### src/rtl/fetch_stage_if.sv
// ----------------------------------------------------------------------------
// fetch_stage_if
//   Instruction-memory read port shared by the fetch stage and imem.
//
//   Handshake: the master raises req with addr and holds both unchanged
//   until the slave answers with ack for exactly one cycle; rdata is valid
//   only in that ack cycle. ack may come in the very first req cycle.
//   A request is retired on the cycle req && ack. The slave never sees addr
//   change while req is high.
//
//   Signals
//     req    master->slave  read request
//     addr   master->slave  byte address of the word to read
//     ack    slave->master  read complete this cycle
//     rdata  slave->master  instruction word, valid with ack
// ----------------------------------------------------------------------------
interface fetch_stage_if;
    logic        req;
    logic [31:0] addr;
    logic        ack;
    logic [31:0] rdata;

    modport master (output req, output addr, input ack, input rdata);
    modport slave  (input req, input addr, output ack, output rdata);
endinterface

### src/rtl/fetch_stage.sv
// ----------------------------------------------------------------------------
// fetch_stage
//   Instruction fetch stage: owns the PC, reads instruction memory through
//   the imem port and presents one instruction slot to the F/D register,
//   which loads when fetch_valid && !stall. A one-entry pending buffer
//   absorbs a word that returns while the slot is occupied and stalled.
//   redirect flushes the slot and pending buffer and restarts at redirect_pc.
//
//   Ports
//     clk, rst          clock; synchronous active-high reset
//     stall             F/D register cannot accept this cycle
//     redirect          flush and restart fetch at redirect_pc
//     redirect_pc       redirect target (bits [1:0] ignored)
//     imem              instruction memory read port (master side)
//     pc_value_next     PC of the instruction in the output slot
//     next_instruction  instruction in the output slot (NOP_INSTR if empty)
//     fetch_valid       output slot holds a valid instruction
//     dbg_state         current FSM state (FETCH=0, FULL=1, DRAIN=2)
// ----------------------------------------------------------------------------
module fetch_stage #(
    parameter logic [31:0] RESET_PC  = 32'h0000_0000,
    parameter logic [31:0] NOP_INSTR = 32'h0000_0000
) (
    input  logic                clk,
    input  logic                rst,
    input  logic                stall,
    input  logic                redirect,
    input  logic [31:0]         redirect_pc,
    fetch_stage_if.master       imem,
    output logic [31:0]         pc_value_next,
    output logic [31:0]         next_instruction,
    output logic                fetch_valid,
    output logic [1:0]          dbg_state
);

    typedef enum logic [1:0] {
        S_FETCH = 2'd0,   // request outstanding at pc
        S_FULL  = 2'd1,   // slot and pending both occupied, no request
        S_DRAIN = 2'd2    // wrong-path request still outstanding, data dropped
    } state_t;

    state_t      state_q, state_d;
    logic [31:0] pc_q, pc_d;             // address of the next word to fetch
    logic [31:0] addr_q, addr_d;         // address presented on imem.addr
    logic [31:0] slot_pc_q, slot_pc_d;
    logic [31:0] slot_instr_q, slot_instr_d;
    logic        slot_valid_q, slot_valid_d;
    logic [31:0] pend_pc_q, pend_pc_d;
    logic [31:0] pend_instr_q, pend_instr_d;

    logic        consume;
    logic [31:0] pc_plus4;
    logic [31:0] redirect_tgt;

    assign consume      = slot_valid_q && !stall;
    assign pc_plus4     = pc_q + 32'd4;
    assign redirect_tgt = {redirect_pc[31:2], 2'b00};

    always_comb begin
        state_d      = state_q;
        pc_d         = pc_q;
        addr_d       = addr_q;
        slot_pc_d    = slot_pc_q;
        slot_instr_d = slot_instr_q;
        slot_valid_d = slot_valid_q;
        pend_pc_d    = pend_pc_q;
        pend_instr_d = pend_instr_q;

        if (redirect) begin
            slot_valid_d = 1'b0;
            slot_instr_d = NOP_INSTR;
            pend_pc_d    = 32'd0;
            pend_instr_d = NOP_INSTR;
            pc_d         = redirect_tgt;
            case (state_q)
                S_FETCH, S_DRAIN: begin
                    // A request that is still open must complete at its old
                    // address before the new target can be issued.
                    if (imem.ack) begin
                        state_d = S_FETCH;
                        addr_d  = redirect_tgt;
                    end else begin
                        state_d = S_DRAIN;
                    end
                end
                default: begin
                    state_d = S_FETCH;
                    addr_d  = redirect_tgt;
                end
            endcase
        end else begin
            // Slot drains whenever the F/D register takes it; a refill on
            // the same edge below overrides this.
            if (consume) begin
                slot_valid_d = 1'b0;
                slot_instr_d = NOP_INSTR;
            end
            case (state_q)
                S_FETCH: begin
                    if (imem.ack) begin
                        pc_d   = pc_plus4;
                        addr_d = pc_plus4;
                        if (!slot_valid_q || consume) begin
                            slot_pc_d    = pc_q;
                            slot_instr_d = imem.rdata;
                            slot_valid_d = 1'b1;
                        end else begin
                            pend_pc_d    = pc_q;
                            pend_instr_d = imem.rdata;
                            state_d      = S_FULL;
                        end
                    end
                end
                S_FULL: begin
                    if (consume) begin
                        slot_pc_d    = pend_pc_q;
                        slot_instr_d = pend_instr_q;
                        slot_valid_d = 1'b1;
                        pend_pc_d    = 32'd0;
                        pend_instr_d = NOP_INSTR;
                        addr_d       = pc_q;
                        state_d      = S_FETCH;
                    end
                end
                S_DRAIN: begin
                    if (imem.ack) begin
                        addr_d  = pc_q;
                        state_d = S_FETCH;
                    end
                end
                default: begin
                    state_d = S_FETCH;
                    addr_d  = pc_q;
                end
            endcase
        end
    end

    always_ff @(posedge clk) begin
        if (rst) begin
            state_q      <= S_FETCH;
            pc_q         <= RESET_PC;
            addr_q       <= RESET_PC;
            slot_pc_q    <= 32'd0;
            slot_instr_q <= NOP_INSTR;
            slot_valid_q <= 1'b0;
            pend_pc_q    <= 32'd0;
            pend_instr_q <= NOP_INSTR;
        end else begin
            state_q      <= state_d;
            pc_q         <= pc_d;
            addr_q       <= addr_d;
            slot_pc_q    <= slot_pc_d;
            slot_instr_q <= slot_instr_d;
            slot_valid_q <= slot_valid_d;
            pend_pc_q    <= pend_pc_d;
            pend_instr_q <= pend_instr_d;
        end
    end

    // Request is a pure decode of the registered state, so it never
    // depends on stall or any other same-cycle input.
    assign imem.req         = (state_q == S_FETCH) || (state_q == S_DRAIN);
    assign imem.addr        = addr_q;
    assign pc_value_next    = slot_pc_q;
    assign next_instruction = slot_instr_q;
    assign fetch_valid      = slot_valid_q;
    assign dbg_state        = state_q;

endmodule

### src/flat_wrapper.sv
// flat-port wrapper written by rule: the top's interface ports become plain ports
module fetch_stage_flat 
#(
    parameter logic [31:0] RESET_PC  = 32'h0000_0000,
    parameter logic [31:0] NOP_INSTR = 32'h0000_0000
)
  (clk, rst, stall, redirect, redirect_pc, pc_value_next, next_instruction, fetch_valid, dbg_state, imem_req, imem_addr, imem_ack, imem_rdata);
  fetch_stage_if imem_i ();
  input  logic clk;
  input  logic rst;
  input  logic stall;
  input  logic redirect;
  input  logic [31:0] redirect_pc;
  output logic [31:0] pc_value_next;
  output logic [31:0] next_instruction;
  output logic fetch_valid;
  output logic [1:0] dbg_state;
  output wire logic [$bits(imem_i.req)-1:0] imem_req;
  output wire logic [$bits(imem_i.addr)-1:0] imem_addr;
  input wire logic [$bits(imem_i.ack)-1:0] imem_ack;
  input wire logic [$bits(imem_i.rdata)-1:0] imem_rdata;
  assign imem_req = imem_i.req;
  assign imem_addr = imem_i.addr;
  assign imem_i.ack = imem_ack;
  assign imem_i.rdata = imem_rdata;
  fetch_stage #(.RESET_PC(RESET_PC), .NOP_INSTR(NOP_INSTR)) u_core (.clk(clk), .rst(rst), .stall(stall), .redirect(redirect), .redirect_pc(redirect_pc), .imem(imem_i), .pc_value_next(pc_value_next), .next_instruction(next_instruction), .fetch_valid(fetch_valid), .dbg_state(dbg_state));
endmodule
### config.mk
export PLATFORM = sky130hd
export DESIGN_NAME = fetch_stage_flat
export DESIGN_NICKNAME = d
export VERILOG_FILES = /design/src/rtl/fetch_stage_if.sv /design/src/rtl/fetch_stage.sv /design/src/flat_wrapper.sv
export SDC_FILE = /design/constraint.sdc
export NUM_CORES = 1
export LEC_CHECK = 0
export ABC_CLOCK_PERIOD_IN_PS = 2890
export BUFFER_PORTS_ARGS = -buffer_cell sky130_fd_sc_hd__buf_2
export CORE_ASPECT_RATIO = 0.5
export CORE_MARGIN = 8
export CORE_UTILIZATION = 57
export CTS_BUF_LIST = sky130_fd_sc_hd__clkbuf_8
export CTS_CLUSTER_SIZE = 24
export DETAILED_ROUTE_END_ITERATION = 12
export GPL_ROUTABILITY_DRIVEN = 1
export PLACE_DENSITY_LB_ADDON = 0.08
export REMOVE_ABC_BUFFERS = 1
export SYNTH_ARGS = -nofsm -noshare
export SYNTH_HDL_FRONTEND = slang
export SYNTH_SLANG_ARGS = --single-unit
### constraint.sdc
create_clock -name clk -period 2.89 [get_ports clk]
set_input_delay 0.1445 -clock clk [delete_from_list [all_inputs] [get_ports clk]]
set_output_delay 0.1445 -clock clk [all_outputs]
set_load 0.01 [all_outputs]
# --- Word level (Yosys, flattened, before mapping) ---
# Index checks and enable logic that the tools add are counted.
word_totals:
  reg_bits: 195
  input_bits: 69
  output_inout_bits: 100
  word_cells: 78
op_classes:
  add_sub_neg: 1
  eq_ne: 11
  muxes: 39
  bitwise_logic: 1
  reduce_logical: 17
ops:
  columns: ["op", "count"]
  rows:
  - ["$mux W32", 21]
  - ["$pmux W32 S2", 4]
  - ["$pmux W32 S3", 1]
  - ["$add A32 B3 Y32 const B", 1]
  - ["$mux W2", 7]
  - ["$ne A3 B3 Y1 const B", 4]
  - ["$reduce_and A4 Y1", 3]
  - ["$pmux W2 S3", 1]
  - ["$reduce_bool A2 Y1", 3]
  - ["$reduce_and A5 Y1", 1]
  - ["$mux W1", 4]
  - ["$ne A2 B1 Y1 const B", 2]
  - ["$ne A2 B2 Y1 const B", 2]
  - ["$reduce_and A2 Y1", 2]
  - ["$reduce_or A2 Y1", 2]
  - ["$ne A3 B2 Y1 const B", 1]
  - ["$eq A2 B1 Y1 const B", 1]
  - ["$eq A2 B2 Y1 const B", 1]
  - ["$logic_not A1 Y1", 2]
  - ["$logic_not A2 Y1", 1]
  - ["$logic_or A1 B1 Y1", 2]
  - ["$pmux W1 S2", 1]
  - ["$logic_and A1 B1 Y1", 1]
  - ["$not A1 Y1", 1]

# --- Logic depth before layout (Yosys ltp) ---
# Gate-level depths: netlist (run 1).
logic_depth:
  ltp_word: 7
  ltp_mapped: 8
  mapped_depth_nobuf: 6

# --- Least setup slack after synthesis (run 1) ---
# No wires, ideal clock.
synth_timing:
  kind: "register to register"
  from: "register u_core.pc_q[7]"
  to: "register u_core.pc_q[29]"
  setup_ns: 0.122
  arrival_ns: 1.946
  required_time_ns: 2.768
  setup_slack_ns: 0.822
  stages_incl_launch_ff: 9
  path_buffers: 3
  synth_period_minus_slack_ns: 2.068
  cell_sequence: "dfxtp_1 buf_2 and4_1 buf_2 nand3_1 or4_1 buf_2 o21a_1 o311a_1"
synth_via:
  elab_chain_len: 4
synth_lines:
  columns: ["element", "line", "text"]
  rows:
  - ["from (decl)", "fetch_stage.sv:43", "logic [31:0] pc_q, pc_d;"]
  - ["from (signal assigned)", "fetch_stage.sv:151", "pc_q <= pc_d;"]
  - ["$add A32 B3 Y32", "fetch_stage.sv:56", "assign pc_plus4 = pc_q + 32'd4;"]
  - ["$mux W32", "fetch_stage.sv:100", "if (imem.ack) begin"]
  - ["$mux W32", "fetch_stage.sv:98", "case (state_q)"]
  - ["$mux W32", "fetch_stage.sv:69", "if (redirect) begin"]
# Every way passes these cells. The select of a mux whose other input is x is not followed.
# A chain may end at the register's enable or synchronous reset.

# --- Worst setup path in the final report (run 1) ---
layout_timing:
  from: "register u_core.pc_q[16]"
  to: "register u_core.pc_q[29]"
# The elaborated chain is that of the path after synthesis.

==> results of run 1 <==
[sequential cells by signal, summed over array words and instances (netlist names)]
signal                   flops
u_core.pc_value_next        30
u_core.pend_pc_q            30
u_core.next_instruction     32
u_core.dbg_state             2
u_core.imem.addr            30
u_core.pend_instr_q         32
u_core.fetch_valid           1
u_core.pc_q                 30
[routing by layer]
layer | up-vias | GRT usage [%]
met3 | 31 | 6.676
met2 | 360 | 41.49
met1 | 4010 | 33.01
li1 | 4088 | -
met5 | - | 0
met4 | 2 | 7.521
[stage by stage]
stage | hold WS (ns) | setup WS [ns]
2_1_floorplan | 0.2136 | -1.427
3_3_place_gp | 0.4118 | 0.6261
3_5_place_dp | 0.4168 | 0.5829
4_1_cts | 0.0001613 | 0.5395
5_1_grt | 0.001736 | 0.3451
6_report | 0.01856 | 0.5272
[cells by family (layout without fill, tap and decap cells)]
logic type,after synthesis,after routing,synth area share [%]
flip-flops,187,187,44.27
multiplexers,2,2,0.2368
AO/OA/AOI/OAI,272,272,21.62
other,1,4,0.04435
XOR/XNOR,44,44,4.558
buffers and inverters,118,271,5.638
adder cells (fa/ha/maj),1,1,0.1479
AND/OR/NAND/NOR,450,450,23.48
[cell usage after synthesis (3+ instances only)]
library cell  instances
dfxtp_1             187
nor2_1              160
nand2_1             141
a21oi_1              93
clkbuf_1             84
nand3_1              52
o21ai_0              41
xnor2_1              36
a311oi_1             31
nor3_1               31
a221oi_1             20
a211oi_1             16
nor4_1               16
buf_2                14
a222oi_1             12
nand4_1              10
o21a_1               10
inv_1                 8
nand2b_1              8
xor2_1                8
buf_1                 7
o211ai_1              7
nor2b_1               6
o22ai_1               6
a31oi_1               5
and2_1                5
and4_1                5
o32ai_1               5
a21boi_0              4
and3_1                4
buf_4                 4
a22oi_1               3
or3_1                 3
or4_1                 3
[placed cells by master, fill, tap and decap left out, types with 4 or more instances in the layout]
cell type      synthesis  final
nor3_1                31     31
inv_6                  0      5
a31oi_1                5      4
buf_4                  4     26
o21ai_0               41     41
xor2_1                 8      8
clkbuf_8               0     20
a21oi_1               93     93
buf_2                 14    162
o21a_1                10     10
a311oi_1              31     31
nand3_1               52     52
and2_1                 5      4
dlygate4sd3_1          0     42
a211oi_1              16     16
nand2b_1               8      7
o211ai_1               7      7
nand2_1              141    140
a21boi_0               4      4
dfxtp_1              187    187
and4_1                 5      5
o32ai_1                5      5
nor2b_1                6      5
o22ai_1                6      6
nor2_1               160    159
a222oi_1              12     12
nor4_1                16     16
xnor2_1               36     36
inv_1                  8      8
conb_1                 1      4
nand4_1               10     10
and3_1                 4      4
a221oi_1              20     20
[area by class of cell]
cell class | count | area (sq um) | area share [%]
inverters | 8 | 30.03 | 0.2960
well taps | 198 | 247.7 | 2.442
clock inverters | 12 | 120.1 | 1.184
clock buffers | 20 | 275.3 | 2.714
repair buffers | 231 | 1446 | 14.26
flip-flops and latches | 187 | 3744 | 36.91
multi-input cells | 773 | 4280 | 42.20
[worst max-delay path, delay by kind of cell (launching register included)]
kind | cells | cell delay, ns
DFF | 1 | 0.49
AOI/OAI and AO/OA | 2 | 0.50
and+or+nand+nor | 3 | 1.27
[worst min path at each step]
stage / cells after the start / slack [ns] / startpoint / endpoint
after global placement: 3 / 0.41 / imem_rdata[10] / u_core.pend_instr_q[10]$_SDFFE_PP0P_
after global routing: 3 / 0.002 / redirect_pc[10] / u_core.pc_q[10]$_SDFFE_PP0P_
after floorplan: 1 / 0.21 / rst / u_core.imem.addr[10]$_SDFFE_PP0P_
final: 3 / 0.02 / redirect_pc[26] / u_core.pc_q[26]$_SDFFE_PP0P_
after CTS: 3 / 0.0002 / redirect_pc[26] / u_core.pc_q[26]$_SDFFE_PP0P_
after detailed placement: 3 / 0.42 / imem_rdata[5] / u_core.pend_instr_q[5]$_SDFFE_PP0P_
[power by group through the flow]
stage / logic [mW] / registers [mW] / clock network (mW)
floorplan: 0.331 / 2.87 / 0
global placement: 0.640 / 2.85 / 0
detailed placement: 0.654 / 2.85 / 0
CTS: 0.700 / 2.79 / 1.78
global route: 0.771 / 2.81 / 1.89
finish: 0.703 / 2.79 / 1.75
==> impl_metrics.py, run 1 <==
metrics = {
    "status": {
        "status": "finished clean",
    },
    "pwr": {
        "sw_frac_of_total_pct": 29.51,
        "pwr-share-seq_pct": 53.2,
        "power_density_mw_per_mm2": 517.3,
        "p_int_mw": 3.699,
        "power.total_mw": 5.247,
        "ir_drop_mv": 0.2458,
        "switchingPower_mw": 1.548,
        "pwr-share-comb_pct": 13.4,
        "clkPwrFrac_pct": 33.4,
        "leakagePower_nw": 3.794,
    },
    "detailed_routing": {
        "via_count": 8491,
        "wl_met3_um": 2188,
        "wl_met2_um": 11180,
        "highest_layer": "met5",
        "viasPerCell": 5.942,
        "postRouteAntennaNets": 0,
        "firstDrtPassIters": 6,
        "initialDrtViolationCount": 768,
        "wirelength_um": 24780,
        "drcViolationCount": 0,
        "post_drt_wl_per_cell_um": 17.34,
        "met1Wirelength_um": 11090,
    },
    "sta": {
        "finalSetupViolCount": 0,
        "fmax_mhz": 423.2,
        "finalCriticalPeriod_ns": 2.363,
        "period_share_pct": 81.76,
        "worstMarginPinSlew_ns": 0.7491,
        "rsz0062_at_grt": "no",
        "finalMaxSlewViolations": 0,
        "hold_viol": 0,
        "setup_tns_ns": 0,
        "relSlewSlack_pct": 49.68,
        "fin_skew_ns": 0.02223,
    },
    "worst_setup_path": {
        "arrival_ns": 2.71,
        "max_stage_delay_ns": 0.66,
        "cp-start-kind": "flip-flop",
        "regToRegSetupSlack_ns": 0.53,
        "critical_path.cell_chain": "and4_1, nand2_2, or4_1, o21a_1, o311a_1",
        "crit_path_end_kind": "flip-flop",
        "cp.required_ns": 3.24,
        "cp-startpoint": "u_core.pc_q[16]$_SDFFE_PP0P_",
        "r2r-start": "u_core.pc_q[16]$_SDFFE_PP0P_",
        "r2r_cells": 5,
        "slowest_stage": "or4_1",
        "worstSetupEndpoint": "u_core.pc_q[29]$_SDFFE_PP0P_",
        "reg2reg_to": "u_core.pc_q[29]$_SDFFE_PP0P_",
        "path_max_fanout": 9,
        "path_class": "flip-flop to flip-flop",
    },
    "clock_network": {
        "clockBufferDepth": 2,
        "cts_tree": "done",
        "htree_levels": 4,
        "clock-sinks": 187,
        "clkTransAtPathRegs_ns": 0.10,
        "root_buffer": "clkbuf_8",
        "cts_hold_buf": 42,
        "numCtsBuffers": 17,
        "cts-resized-gates": 0,
        "postCtsSetupBuffers": 0,
        "clk_latency_ns": 0.47,
    },
    "global_route": {
        "grt_pass1_vias": 8119,
        "grt_max_degree": 54,
        "grt_usage_pct": 25.45,
        "grt_pass1_wl_um": 40630,
        "antenna_found_initial": 1,
        "globalRoute.totalOverflow": 0,
    },
    "synth": {
        "synth_edf_count": 0,
        "syn_inst": 1075,
        "ys_seq_area_share_pct": 44.27,
        "synthFlopType": "dfxtp_1",
        "yosysWarningCount": 0,
        "yosysUniqueCellTypes": 58,
        "async_flop_share_pct": 0,
        "synth_area_sq_mm": 0.008456,
        "synth.ff_latch_count": 187,
        "synth_top_area_cell": "dfxtp_1",
        "synth.avg_cell_area_sq_um": 7.866,
        "synth_top_area_share_pct": 44.27,
        "synth_area_leaders": "dfxtp_1 44%, nor2_1 7.1%, nand2_1 6.3%, a21oi_1 5.5%, clkbuf_1 3.7%",
    },
    "floorplanning": {
        "initial_core_util_pct": 58.45,
        "die_y_um": 102.1,
        "pin_count": 169,
        "num_rows": 31,
        "fp.dieW_um": 188.2,
        "core_sq_mm": 0.01447,
        "dieArea_sq_mm": 0.01922,
    },
    "place": {
        "dp_cells": 1355,
        "dp_hpwl_um": 16440,
        "numPortBuffers": 162,
        "gp_congestion": 0.8776,
        "place_area_sq_mm": 0.009328,
    },
    "run": {
        "drv_cap": 0,
    },
    "final_layout": {
        "diodes": 0,
        "areaGrowthSynthToFinish_pct": 19.96,
        "fin_area_sq_mm": 0.01014,
        "stdcell_count": 1429,
        "final_nets": 1288,
        "drive_gt1_share_pct": 18.93,
        "final_core_util_pct": 70.11,
        "n_fill_cell": 1213,
    },
    "worst_hold_path": {
        "hold_path_class": "input pin to flip-flop",
    },
}
No activity file was read; power rests on OpenSTA's default activity.
==> run 2: changes to the inputs <==
--- a/config.mk
+++ b/config.mk
@@ -5,11 +5,12 @@
 export SDC_FILE = /design/constraint.sdc
 export NUM_CORES = 1
 export LEC_CHECK = 0
-export ABC_CLOCK_PERIOD_IN_PS = 2890
+export ABC_AREA = 1
+export ABC_CLOCK_PERIOD_IN_PS = 2300
 export BUFFER_PORTS_ARGS = -buffer_cell sky130_fd_sc_hd__buf_2
 export CORE_ASPECT_RATIO = 0.5
 export CORE_MARGIN = 8
-export CORE_UTILIZATION = 57
+export CORE_UTILIZATION = 58
 export CTS_BUF_LIST = sky130_fd_sc_hd__clkbuf_8
 export CTS_CLUSTER_SIZE = 24
 export DETAILED_ROUTE_END_ITERATION = 12
==> constraint.sdc (replaced) <==
create_clock -name clk -period 2.3 [get_ports clk]
set_input_delay 0.115 -clock clk [delete_from_list [all_inputs] [get_ports clk]]
set_output_delay 0.115 -clock clk [all_outputs]
set_load 0.01 [all_outputs]
==> impl_metrics.py, run 2 <==
metrics = {
    "status": {
        "status": "finished clean",
    },
    "synth": {
        "synth_edf_count": 0,
        "synth_area_sq_mm": 0.008919,
        "synth_top_area_share_pct": 41.98,
        "yosysWarningCount": 0,
        "yosysMostFrequentCell": "nand2_1",
        "ys_seq_area_share_pct": 41.98,
        "syn_inst": 1306,
        "synth.cells.most_frequent": "339 x nand2_1, 187 x dfxtp_1, 167 x a21oi_1",
        "synth.ff_latch_count": 187,
        "synth_area_leaders": "dfxtp_1 42%, nand2_1 14%, a21oi_1 9.4%, o21ai_0 8.1%, inv_1 5.2%",
        "synth_top_area_cell": "dfxtp_1",
        "synthFlopType": "dfxtp_1",
        "synth.avg_cell_area_sq_um": 6.829,
        "async_flop_share_pct": 0,
        "yosysUniqueCellTypes": 41,
    },
    "global_route": {
        "globalRoute.totalOverflow": 0,
        "grt_pass1_vias": 8876,
        "antenna_found_initial": 0,
        "grt_usage_pct": 26.57,
        "grt_max_degree": 69,
        "grt_pass1_wl_um": 43830,
    },
    "final_layout": {
        "final_common_cell": "nand2_1",
        "areaGrowthSynthToFinish_pct": 21.02,
        "final_nets": 1556,
        "final_core_util_pct": 70.94,
        "seq_area_sq_mm": 0.003744,
        "drive_gt1_share_pct": 16.61,
        "fin_area_sq_mm": 0.01079,
        "diodes": 0,
        "n_fill_cell": 1308,
        "mostFrequentLayoutCells": "339 x nand2_1, 187 x dfxtp_1, 167 x a21oi_1",
        "multiInputGateArea_sq_mm": 0.004297,
    },
    "floorplanning": {
        "initial_core_util_pct": 58.62,
        "fp.dieW_um": 191.4,
        "pin_count": 169,
        "die_y_um": 103.7,
        "num_rows": 32,
        "core_sq_mm": 0.01521,
        "dieArea_sq_mm": 0.01984,
    },
    "worst_setup_path": {
        "arrival_ns": 2.54,
        "cp.required_ns": 2.68,
        "cp-start-kind": "flip-flop",
        "path_class": "flip-flop to flip-flop",
        "path_max_fanout": 60,
        "crit_path_end_kind": "flip-flop",
    },
    "worst_hold_path": {
        "hold_path_class": "input pin to flip-flop",
    },
    "sta": {
        "setup_tns_ns": 0,
        "hold_viol": 0,
        "finalCriticalPeriod_ns": 2.155,
        "relSlewSlack_pct": 42.76,
        "fmax_mhz": 464.1,
        "fin_skew_ns": 0.02692,
        "worstMarginPinSlew_ns": 0.8553,
        "period_share_pct": 93.68,
        "rsz0062_at_grt": "no",
        "finalSetupViolCount": 0,
        "whs_ns": 0.01269,
        "finalMaxSlewViolations": 0,
    },
    "clock_network": {
        "clock-sinks": 187,
        "htree_levels": 4,
        "root_buffer": "clkbuf_8",
        "numCtsBuffers": 17,
        "clockBufferDepth": 2,
        "clk_latency_ns": 0.47,
        "cts_tree": "done",
        "cts-resized-gates": 0,
        "clkTransAtPathRegs_ns": 0.12,
    },
    "detailed_routing": {
        "viasPerCell": 5.513,
        "postRouteAntennaNets": 0,
        "drcViolationCount": 0,
        "post_drt_wl_per_cell_um": 15.99,
        "firstDrtPassIters": 8,
        "initialDrtViolationCount": 916,
        "via_count": 9389,
        "wirelength_um": 27240,
    },
    "pwr": {
        "power.total_mw": 6.844,
        "ir_drop_mv": 0.4053,
        "leakagePower_nw": 4.756,
        "power_density_mw_per_mm2": 634.1,
    },
    "place": {
        "place_area_sq_mm": 0.009846,
        "dp_hpwl_um": 18160,
        "numPortBuffers": 162,
        "gp_congestion": 0.9144,
    },
    "run": {
        "drv_cap": 0,
    },
}
[run 2: cell count changes after synthesis, sizes merged, moves of 16 or more]
cell	change
a221oi	-20
nor3	-29
inv	+120
o21ai	+112
nand2	+202
xnor2	-36
nand3	+25
a311oi	-31
clkbuf	-43
nor4	-16
a21oi	+74
buf	+16
nor2	-63
[run 2: worst max-delay path: stages (launching register included)]
cell and delay (ns):
dfxtp_1 0.48, nand2_2 0.12, inv_4 0.19, nand2_2 0.21, nand2_1 0.12, nand2_2 0.06
inv_2 0.28, buf_12 0.28, o21ai_0 0.12, a21oi_1 0.16
[run 2: repair_timing]
action                    in CTS  in global routing
hold endpoints to repair      77                  0
buffers inserted               0                  0
hold buffers                  52                  0
[run 2: cells by family (layout without fill, tap and decap cells)]
kind of cell	count (synthesis)	after routing	synth area share, %
flip-flops	187	187	41.98
other	1	4	0.04205
buffers and inverters	212	402	10.00
AO/OA/AOI/OAI	369	369	22.73
XOR/XNOR	15	15	1.473
adder cells (fa/ha/maj)	1	1	0.1403
AND/OR/NAND/NOR	521	521	23.64
[run 2: through the flow]
stage                     std cells  setup slack [ns]
final                          1703            0.1454
after global routing           1703           0.03975
after CTS                      1703            0.1963
after detailed placement       1619            0.2528
after global placement         1619            0.3100
after floorplan                1226            -1.104
[run 2: layer usage]
metal  share of wire, %  global-route usage, %  up-vias
met5                  0                      0        -
met4                1.4                  6.776        0
met3                9.1                  4.752       39
met2                 44                  42.25      406
met1                 45                  36.68     4334
li1                   -                      -     4610
[run 2: where the power goes]
| group | internal (mW) | switching (mW) |
|---|---|---|
| logic | 0.396 | 0.621 |
| registers | 3.39 | 0.134 |
| clock network | 0.853 | 1.45 |
[run 2: cell type report]
| type | instances | share of cell area, % |
|---|---|---|
| Tap cell | 204 | 2.365 |
| Inverter | 129 | 4.510 |
| Multi-Input combinational cell | 910 | 39.81 |
| Sequential cell | 187 | 34.69 |
| Timing Repair Buffer | 241 | 14.68 |
| Clock buffer | 17 | 2.168 |
| Clock inverter | 15 | 1.785 |
[run 2: final timing paths]
path	from	endpoint	slack (ns)	depth (start not counted)
hold reg to reg	u_core.pc_value_next[23]$_SDFFE_PP0P_	u_core.pc_value_next[23]$_SDFFE_PP0P_	0.45	2
setup / recovery	u_core.dbg_state[0]$_SDFFE_PP0P_	u_core.pend_pc_q[14]$_SDFFE_PP0P_	0.15	9
setup reg to reg	u_core.dbg_state[0]$_SDFFE_PP0P_	u_core.pend_pc_q[14]$_SDFFE_PP0P_	0.15	9
hold / removal	redirect_pc[30]	u_core.pc_q[30]$_SDFFE_PP0P_	0.01	5
==> run 3: changes to the inputs <==
==> constraint.sdc (replaced) <==
create_clock -name clk -period 2.3 [get_ports clk]
set_input_delay 0 -clock clk [delete_from_list [all_inputs] [get_ports clk]]
set_output_delay 0 -clock clk [all_outputs]
set_load 0.01 [all_outputs]
==> impl_metrics.py, run 3 (synthesized netlist as in run 2, its figures left out) <==
metrics = {
    "worst_setup_path": {
        "slowest_stage": "dfxtp_1",
        "worst-path-buf-inv": 3,
        "arrival_ns": 2.44,
        "cp-startpoint": "u_core.dbg_state[0]$_SDFFE_PP0P_",
        "max_stage_delay_ns": 0.47,
        "r2r_cells": 9,
        "path_depth": 9,
        "cp.required_ns": 2.70,
        "cp-start-kind": "flip-flop",
        "crit_top_cell": "nand2_2",
        "regToRegSetupSlack_ns": 0.25,
        "path_class": "flip-flop to flip-flop",
        "worstSetupEndpoint": "u_core.pend_instr_q[4]$_SDFFE_PP0P_",
        "cp_top_family": "buffers and inverters",
        "path_max_fanout": 16,
        "reg2reg_to": "u_core.pend_instr_q[4]$_SDFFE_PP0P_",
        "r2r-start": "u_core.dbg_state[0]$_SDFFE_PP0P_",
        "critical_path.cell_chain": "nand2_2, inv_4, nand2_2, nand2_1, nand2_2, inv_2, buf_4, nand3_1, a21oi_1",
        "crit_path_end_kind": "flip-flop",
    },
    "global_route": {
        "grt_use_met3_pct": 5.254,
        "grt_pass1_vias": 8915,
        "grt_max_degree": 69,
        "busiest_layer": "met2",
        "use_met2_pct": 42.45,
        "grt_usage_pct": 27.07,
        "antenna_found_initial": 0,
        "globalRoute.totalOverflow": 0,
        "grt.met1_usage_pct": 37.45,
        "grt_pass1_wl_um": 44840,
    },
    "floorplanning": {
        "fp.dieW_um": 191.4,
        "core_sq_mm": 0.01521,
        "die_y_um": 103.7,
        "dieArea_sq_mm": 0.01984,
        "num_rows": 32,
        "pin_count": 169,
        "initial_core_util_pct": 58.62,
    },
    "detailed_routing": {
        "viasPerCell": 5.538,
        "firstDrtPassIters": 6,
        "initialDrtViolationCount": 1053,
        "via_count": 9497,
        "postRouteAntennaNets": 0,
        "wirelength_um": 27470,
        "drcViolationCount": 0,
        "post_drt_wl_per_cell_um": 16.02,
    },
    "sta": {
        "period_share_pct": 89.03,
        "hold_viol": 0,
        "setup_tns_ns": 0,
        "finalCriticalPeriod_ns": 2.048,
        "rsz0062_at_grt": "no",
        "final.setup.worst_slack_ns": 0.2522,
        "whs_ns": 0.04095,
        "finalSetupViolCount": 0,
        "fmax_mhz": 488.3,
        "worstMarginPinSlew_ns": 0.8405,
        "relSlewSlack_pct": 43.76,
        "fin_skew_ns": 0.02577,
        "finalMaxSlewViolations": 0,
    },
    "clock_network": {
        "numCtsBuffers": 17,
        "cts_tree": "done",
        "htree_levels": 4,
        "postCtsSetupBuffers": 0,
        "clk_latency_ns": 0.48,
        "clock-sinks": 187,
        "clkTransAtPathRegs_ns": 0.12,
        "cts-resized-gates": 0,
        "clockBufferDepth": 2,
        "cts_hold_buf": 65,
        "root_buffer": "clkbuf_8",
    },
    "final_layout": {
        "fin_area_sq_mm": 0.01092,
        "final_nets": 1568,
        "final_core_util_pct": 71.74,
        "final_common_cell": "nand2_1",
        "drive_gt1_share_pct": 16.41,
        "mostFrequentLayoutCells": "339 x nand2_1, 187 x dfxtp_1, 167 x a21oi_1",
        "diodes": 0,
        "areaGrowthSynthToFinish_pct": 22.39,
    },
    "worst_hold_path": {
        "hold_path_class": "input pin to flip-flop",
    },
    "pwr": {
        "ir_drop_mv": 0.3682,
        "power_density_mw_per_mm2": 628.0,
        "leakagePower_nw": 4.809,
    },
    "place": {
        "place_ws_ns": 0.2672,
        "gp_congestion": 0.9178,
        "place_area_sq_mm": 0.009851,
        "dp_hpwl_um": 18200,
        "numPortBuffers": 162,
    },
    "status": {
        "status": "finished clean",
    },
    "run": {
        "drv_cap": 0,
    },
}
-- run 3: cell count changes in the layout (fill, tap and decap cells not counted) --
cell | previous run | this run
dlygate4sd3_1 | 52 | 65
clkinv_8 | 6 | 3
buf_4 | 23 | 21
inv_6 | 2 | 4
buf_12 | 4 | 5
bufinv_16 | 0 | 1
clkinv_2 | 0 | 1
inv_12 | 1 | 0
-- run 3: through the flow --
stage | std cells | total power [mW]
finish | 1715 | 6.855
global route | 1715 | 7.146
CTS | 1715 | 6.865
detailed placement | 1618 | 4.522
global placement | 1618 | 4.497
floorplan | 1226 | 4.082
-- run 3: worst min path at each step --
| stage | startpoint | to | cells after the start |
|---|---|---|---|
| global placement | imem_rdata[13] | u_core.next_instruction[13]$_SDFF_PP0_ | 3 |
| global route | redirect | u_core.imem.addr[3]$_SDFFE_PP0P_ | 4 |
| finish | redirect | u_core.imem.addr[3]$_SDFFE_PP0P_ | 4 |
| CTS | redirect | u_core.imem.addr[3]$_SDFFE_PP0P_ | 4 |
| floorplan | rst | u_core.pc_q[11]$_SDFFE_PP0P_ | 1 |
| detailed placement | imem_rdata[15] | u_core.next_instruction[15]$_SDFF_PP0_ | 3 |
-- run 3: worst reg2reg max path, stage by stage, from the launching register on --
cell and delay, ns:
dfxtp_1 0.47, nand2_2 0.12, inv_4 0.20, nand2_2 0.21
nand2_1 0.12, nand2_2 0.06, inv_2 0.30, buf_4 0.26
nand3_1 0.09, a21oi_1 0.16
-- run 3: per-layer routing --
metal	vias up	part of all wire, %
li1	4632	-
met1	4383	45
met2	442	44
met3	40	9.5
met4	0	1.3
met5	-	0
-- run 3: layout make-up --
| cell class | instances | area, sq um |
|---|---|---|
| repair buffers | 253 | 1719 |
| clock buffers | 17 | 234.0 |
| flip-flops and latches | 187 | 3744 |
| multi-input cells | 910 | 4297 |
| well taps | 204 | 255.2 |
| fillers | 1260 | 4299 |
| inverters | 129 | 486.7 |
| clock inverters | 15 | 180.2 |
-- run 3: where the power goes --
| group | switching, mW | internal [mW] | total, mW |
|---|---|---|---|
| clock | 1.38 | 0.926 | 2.30 |
| combinational | 0.626 | 0.408 | 1.03 |
| sequential | 0.133 | 3.39 | 3.52 |
| total | 2.13 | 4.72 | 6.86 |
